**src/rtl/arb_pkg.sv**
```systemverilog
// Shared definitions for the 8-way round-robin bus arbiter.
// State encodings and requester/select widths live here so every file agrees.
package arb_pkg;

   localparam int N_REQ = 8;
   localparam int SEL_W = 3;

   localparam logic ST_IDLE = 1'b0;
   localparam logic ST_BUSY = 1'b1;

   typedef enum logic {
      IDLE = ST_IDLE,
      BUSY = ST_BUSY
   } arb_state_e;

endpackage

```
**src/rtl/Dmux8Way.sv**
```systemverilog
// One-bit demultiplexer: routes in_i to output sel_i, all other outputs low.
module Dmux8Way (
   input  logic       in_i,
   input  logic [2:0] sel_i,
   output logic [7:0] out_o
);

   always_comb begin
      out_o        = '0;
      out_o[sel_i] = in_i;
   end

endmodule

```
**src/rtl/Mux8Way16.sv**
```systemverilog
// Eight-input, 16-bit wide word selector; input word i sits at data_i[16*i+15:16*i].
module Mux8Way16 (
   input  logic [127:0] data_i,
   input  logic [2:0]   sel_i,
   output logic [15:0]  out_o
);

   assign out_o = data_i[{sel_i, 4'b0000} +: 16];

endmodule

```
**src/rtl/bus_arbiter8_rr_pick8.sv**
```systemverilog
// Round-robin pick: the first set request scanning last+1, last+2, ... with wrap.
// Implemented as rotate, priority encode, then un-rotate by adding the offset back.
module rr_pick8
   import arb_pkg::*;
(
   input  logic [N_REQ-1:0] req_i,
   input  logic [SEL_W-1:0] last_i,
   output logic [SEL_W-1:0] idx_o,
   output logic             any_o
);

   logic [2*N_REQ-1:0] doubled;
   logic [N_REQ-1:0]   rotated;
   logic [SEL_W-1:0]   offset;

   always_comb begin
      doubled = {req_i, req_i};
      // rotated[k] is the request of requester (last+1+k) mod 8
      rotated = doubled[{1'b0, last_i} + 4'd1 +: N_REQ];
      offset  = '0;
      for (int i = N_REQ - 1; i >= 0; i--) begin
         if (rotated[i]) begin
            offset = SEL_W'(i);
         end
      end
      idx_o = last_i + SEL_W'(1) + offset;
      any_o = |req_i;
   end

endmodule

```
**src/rtl/bus_arbiter8.sv**
```systemverilog
// Round-robin arbiter sharing one 16-bit bus among 8 requesters, with bursts
// capped at MAX_HOLD beats (0 = unlimited) and one idle cycle between grants.
module bus_arbiter8
   import arb_pkg::*;
#(
   parameter int unsigned MAX_HOLD = 4
) (
   input  logic                clock,
   input  logic                reset_n,
   input  logic [N_REQ-1:0]    req,
   input  logic [16*N_REQ-1:0] data_in,
   input  logic                bus_ready,
   output logic [N_REQ-1:0]    gnt,
   output logic [SEL_W-1:0]    sel,
   output logic [15:0]         bus_data,
   output logic                bus_valid,
   output logic [N_REQ-1:0]    ack,
   output logic                busy
);

   localparam int CNT_W = (MAX_HOLD > 0) ? $clog2(MAX_HOLD + 1) : 1;
   localparam logic [CNT_W-1:0] LAST_BEAT = CNT_W'((MAX_HOLD > 0) ? MAX_HOLD - 1 : 0);
   localparam logic HOLD_CAPPED = (MAX_HOLD != 0);

   arb_state_e       state_q, state_d;
   logic [N_REQ-1:0] gnt_q, gnt_d;
   logic [SEL_W-1:0] sel_q, sel_d;
   logic [SEL_W-1:0] last_q, last_d;
   logic [CNT_W-1:0] cnt_q, cnt_d;

   logic [SEL_W-1:0] pickIdx;
   logic             pickAny;
   logic             beat;
   logic             holdDone;

   rr_pick8 u_pick (
      .req_i  (req),
      .last_i (last_q),
      .idx_o  (pickIdx),
      .any_o  (pickAny)
   );

   assign bus_valid = (|gnt_q) & req[sel_q];
   assign beat      = bus_valid & bus_ready;
   assign holdDone  = HOLD_CAPPED && (cnt_q == LAST_BEAT);

   // last resets to 7 so requester 0 wins the very first pick
   always_ff @(posedge clock or negedge reset_n) begin
      if (!reset_n) begin
         state_q <= IDLE;
         gnt_q   <= '0;
         sel_q   <= '0;
         last_q  <= SEL_W'(N_REQ - 1);
         cnt_q   <= '0;
      end else begin
         state_q <= state_d;
         gnt_q   <= gnt_d;
         sel_q   <= sel_d;
         last_q  <= last_d;
         cnt_q   <= cnt_d;
      end
   end

   always_comb begin
      state_d = state_q;
      gnt_d   = gnt_q;
      sel_d   = sel_q;
      last_d  = last_q;
      cnt_d   = cnt_q;
      case (state_q)
         IDLE: begin
            if (pickAny) begin
               state_d = BUSY;
               gnt_d   = {{(N_REQ - 1){1'b0}}, 1'b1} << pickIdx;
               sel_d   = pickIdx;
               cnt_d   = '0;
            end
         end
         BUSY: begin
            // Release on owner dropping req or on the final capped beat; sel is kept
            if (!req[sel_q] || (beat && holdDone)) begin
               state_d = IDLE;
               gnt_d   = '0;
               last_d  = sel_q;
               cnt_d   = '0;
            end else if (beat) begin
               cnt_d = cnt_q + CNT_W'(1);
            end
         end
      endcase
   end

   assign gnt  = gnt_q;
   assign sel  = sel_q;
   assign busy = (state_q == BUSY);

   Mux8Way16 u_mux (
      .data_i (data_in),
      .sel_i  (sel_q),
      .out_o  (bus_data)
   );

   Dmux8Way u_dmux (
      .in_i  (beat),
      .sel_i (sel_q),
      .out_o (ack)
   );

endmodule

```
**config.mk**
```make
export PLATFORM = sky130hd
export DESIGN_NAME = bus_arbiter8
export DESIGN_NICKNAME = d
export VERILOG_FILES = /design/src/rtl/arb_pkg.sv /design/src/rtl/Dmux8Way.sv /design/src/rtl/Mux8Way16.sv /design/src/rtl/bus_arbiter8_rr_pick8.sv /design/src/rtl/bus_arbiter8.sv
export SDC_FILE = /design/constraint.sdc
export NUM_CORES = 1
export LEC_CHECK = 0
export ABC_AREA = 1
export CAP_MARGIN = 20
export CELL_PAD_IN_SITES_DETAIL_PLACEMENT = 1
export CELL_PAD_IN_SITES_GLOBAL_PLACEMENT = 1
export CORE_ASPECT_RATIO = 0.75
export CORE_MARGIN = 2
export CORE_UTILIZATION = 21
export DETAILED_ROUTE_END_ITERATION = 7
export PLACE_DENSITY = 0.91
export SLEW_MARGIN = 20
export SYNTH_ARGS = -nofsm -noshare
export SYNTH_HDL_FRONTEND = slang
export SYNTH_SLANG_ARGS = --single-unit
```
**constraint.sdc**
```tcl
create_clock -name clock -period 2.8 [get_ports clock]
set_input_delay 0.7 -clock clock [delete_from_list [all_inputs] [get_ports clock]]
set_output_delay 0.7 -clock clock [all_outputs]
set_load 0.01 [all_outputs]
```
==> metrics list <==
- The run finished, with violations left.
* Violations in the final reports: negative setup slack
* Final-report setup violation count: 1
* Post-synthesis instance area: 2260 um2
- Setup repair after global routing could not meet its margin everywhere.
- Die Y: 93.8 um
- Number of buffers inserted by port buffering: 175
* Net count, final: 730
- Counting every instance in the synthesized netlist gives 369.
- The congestion estimate from routability-driven global placement came to 0.844.
* Post-detailed-route via-to-cell ratio: 5.03
- At the pin with the least slew margin, the transition time is 0.860 ns.
- Required time of the worst setup path: 2.99 ns
* Share of synthesized area occupied by flip-flops and latches: 20.1%
- Data arrival at the endpoint of the critical path: 3.00 ns
- Routed wirelength normalized by instance count: 19.9 um
* Worst max-slew margin expressed relative to the limit: 42.5%
* Yosys warning total: 0
- The setup path with the least slack is of type register to register.
- TritonCTS built the clock tree.
- Drt first pass iters: 4
- Row generation in the floorplan step produced 32 rows.
- On the final layout, the worst hold slack is 0.491 ns.
- Number of maximum-capacitance constraint violations: 0
* Net count after synthesis: 512
* Via count: 3630
- The first global-routing pass estimated 20900 um of wire.
* Sinks on Clock Net: 18
- Final count of pins violating max slew: 0
* Largest net degree at the start of global routing: 19
* Startpoint kind of the worst setup timing path: register
- The tree is rooted in a clkbuf_16.
- Post-route clock period utilization: 100%
- The library cells used most frequently in the layout, excluding fill and tap cells, are clkdlybuf4s50_1 (142), nand2_1 (95), buf_4 (40).
- Clock period minus final worst setup slack: 2.81 ns
* Main flop type after synthesis: dfrtp_1
* Mapped Avg Cell Area: 6.12 um2
* Top Ports: 176
- CTS built an H-tree with a depth of 1.
- Yosys mapped the design onto 36 distinct sky130hd cell types.
- Worst Setup End Kind: register
- Counting flops and latches in the post-synthesis netlist gives 18.
* Number of synthesized flops with an enable pin: 0
- Across every metal layer, demand over resource in global routing totals 23.2%.
- After routing the design area is 5040 um2.
* Count of final hold-check violations: 0
- Worst min-delay path category: register to register
* Detailed placer's ending HPWL: 11100 um
- From synthesis to final layout, the design area changed by 123%.
- Total clock buffers created by CTS: 3
* Worst-path fanout max: 8
* Number of global-route vias before repair: 3985
- After clock tree synthesis, the clock-pin slew on the worst setup and hold paths is 0.05 ns.
- IR analysis of the VDD net gives a maximum drop of 0.405 mV.
* Drt drc: 0
* Routed WL: 14300 um
- Summed over all cells, the static leakage comes to 2.29 nW.
- FFs w/ async S/R, synth: 100%
- In this run the remaining antenna-violating nets after routing total 0.
* Area of the die: 11600 um2
- For this block, the initial DRC count from the detailed router was 153.
- Clock latency on the worst-skew pair: 0.25 ns
- In this run the standard cell core region covers 10400 um2.
- Buffers from clock root to sink, at most: 2
- The post-route netlist has 28.7% of its cells at a drive strength greater than 1.
- After detailed placement, the total cell area comes to 4470 um2.
- The number of antenna diodes in the final layout is 0.
- Global-route congestion overflow total: 0
* Final critical-path setup slack: -0.00515 ns
- The initial utilization of the core area, before any placement, comes to 21.8%.
- The die is 124 um wide.
- Antenna violations before repair: 0
* Clock skew: 0.000714 ns
* Power per cell area: 1030 nW/um2
- Highest clock rate: 356 MHz
* Commonest non-fill, non-tap cell in the layout: clkdlybuf4s50_1
cell families (layout without fill, tap and decap cells):
family | Yosys count | in the layout | synth area share [%]
flops | 18 | 18 | 20.1
simple gates | 214 | 214 | 41.9
compound gates | 70 | 70 | 23.7
buf+inv | 62 | 279 | 11.4
fa+ha+maj | 4 | 4 | 2.55
xor+xnor | 1 | 1 | 0.388
stage by stage:
stage                     std cells  setup TNS (ns)  util (%)  power [mW]  setup slack (ns)
after floorplan                 369               0         -        2.38             0.233
after global placement          705          -10.08      43.1        3.99            -0.583
after detailed placement        705          -11.56      43.1        4.16            -0.678
after CTS                       719         -0.0894      46.9        4.81           -0.0894
after global routing            722           -1.20      48.6        5.61            -0.143
final                           722        -0.00515      48.6        5.19          -0.00515
routing by layer:
| metal | vias to the layer above | GRT usage (%) | wire [um] |
|---|---|---|---|
| met1 | 1759 | 27.5 | 5770 |
| li1 | 1716 | - | - |
| met2 | 119 | 41.4 | 7270 |
| met3 | 36 | 5.83 | 992 |
| met5 | - | 0 | 0 |
| met4 | 0 | 6.34 | 316 |
final timing paths:
path                                       start                    to  slack [ns]  cells after the start
max                        last_q[0]$_DFFE_PN1P_    gnt[6]$_DFFE_PN0P_      -0.005                     18
min                         cnt_q[2]$_DFFE_PN0P_  cnt_q[2]$_DFFE_PN0P_        0.49                      2
max reg2reg                last_q[0]$_DFFE_PN1P_    gnt[6]$_DFFE_PN0P_      -0.005                     18
min reg2reg                 cnt_q[2]$_DFFE_PN0P_  cnt_q[2]$_DFFE_PN0P_        0.49                      2
max in group asynchronous                reset_n    sel[1]$_DFFE_PN0P_        1.33                      1
min in group asynchronous                reset_n    gnt[1]$_DFFE_PN0P_        0.94                      1
Yosys cell counts (2+ instances only):
| master | number | area, um2 |
|---|---|---|
| a22oi_1 | 14 | 105 |
| o22ai_1 | 2 | 12.5 |
| nand3_2 | 2 | 20.0 |
| inv_4 | 2 | 12.5 |
| nand3_1 | 46 | 230 |
| a22o_1 | 4 | 35.0 |
| nor2_1 | 27 | 101 |
| or2_2 | 3 | 18.8 |
| o21ai_2 | 3 | 26.3 |
| a221oi_1 | 15 | 131 |
| clkbuf_1 | 7 | 26.3 |
| nand2_1 | 111 | 417 |
| a21oi_1 | 8 | 40.0 |
| nand2_2 | 4 | 25.0 |
| dfrtp_1 | 15 | 375 |
| inv_1 | 41 | 154 |
| nand4_1 | 17 | 106 |
| buf_2 | 6 | 30.0 |
| o21bai_1 | 2 | 15.0 |
| dfstp_2 | 3 | 78.8 |
| o21ai_0 | 8 | 40.0 |
| inv_2 | 4 | 15.0 |
| o2bb2ai_1 | 10 | 87.6 |
| ha_1 | 3 | 37.5 |
layout make-up:
class	instances	area (um2)
Fill cell	1239	5330
Tap cell	136	170
Inverter	47	191
Timing Repair Buffer	228	2180
Sequential cell	18	458
Clock buffer	4	88.8
Multi-Input combinational cell	289	1950
worst max-delay path, cell delays in order, from the launching register on:
cell	delay (ns)
dfstp_2	0.60
buf_12	0.17
nand2_4	0.06
nand3_1	0.11
nand3_1	0.12
nand2_1	0.13
o21bai_1	0.09
nand2_1	0.08
nand2_1	0.05
nand2_1	0.07
nand2_1	0.07
ha_2	0.18
fa_2	0.38
xnor2_4	0.20
inv_2	0.06
nand2_4	0.09
buf_6	0.11
nand4_1	0.10
nand2_1	0.09
sequential cells by signal (all words and copies together) (netlist names):
signal	cells
gnt	8
cnt_q	3
last_q	3
sel	3
busy	1
repair_timing:
| action | in CTS | in global routing |
|---|---|---|
| hold buffers | 0 | 0 |
| setup endpoints to repair | 35 | 32 |
| gates cloned | 0 | 0 |
| endpoints found under the hold margin | 0 | 0 |
| pin swaps | 19 | 15 |
| buffers inserted | 13 | 3 |
| gates resized for setup | 117 | 63 |
where the power goes:
| group | switching [mW] | internal, mW |
|---|---|---|
| sequential | 0.103 | 0.370 |
| combinational | 2.46 | 1.94 |
| clock | 0.104 | 0.218 |
No activity file was read; power rests on OpenSTA's default activity.
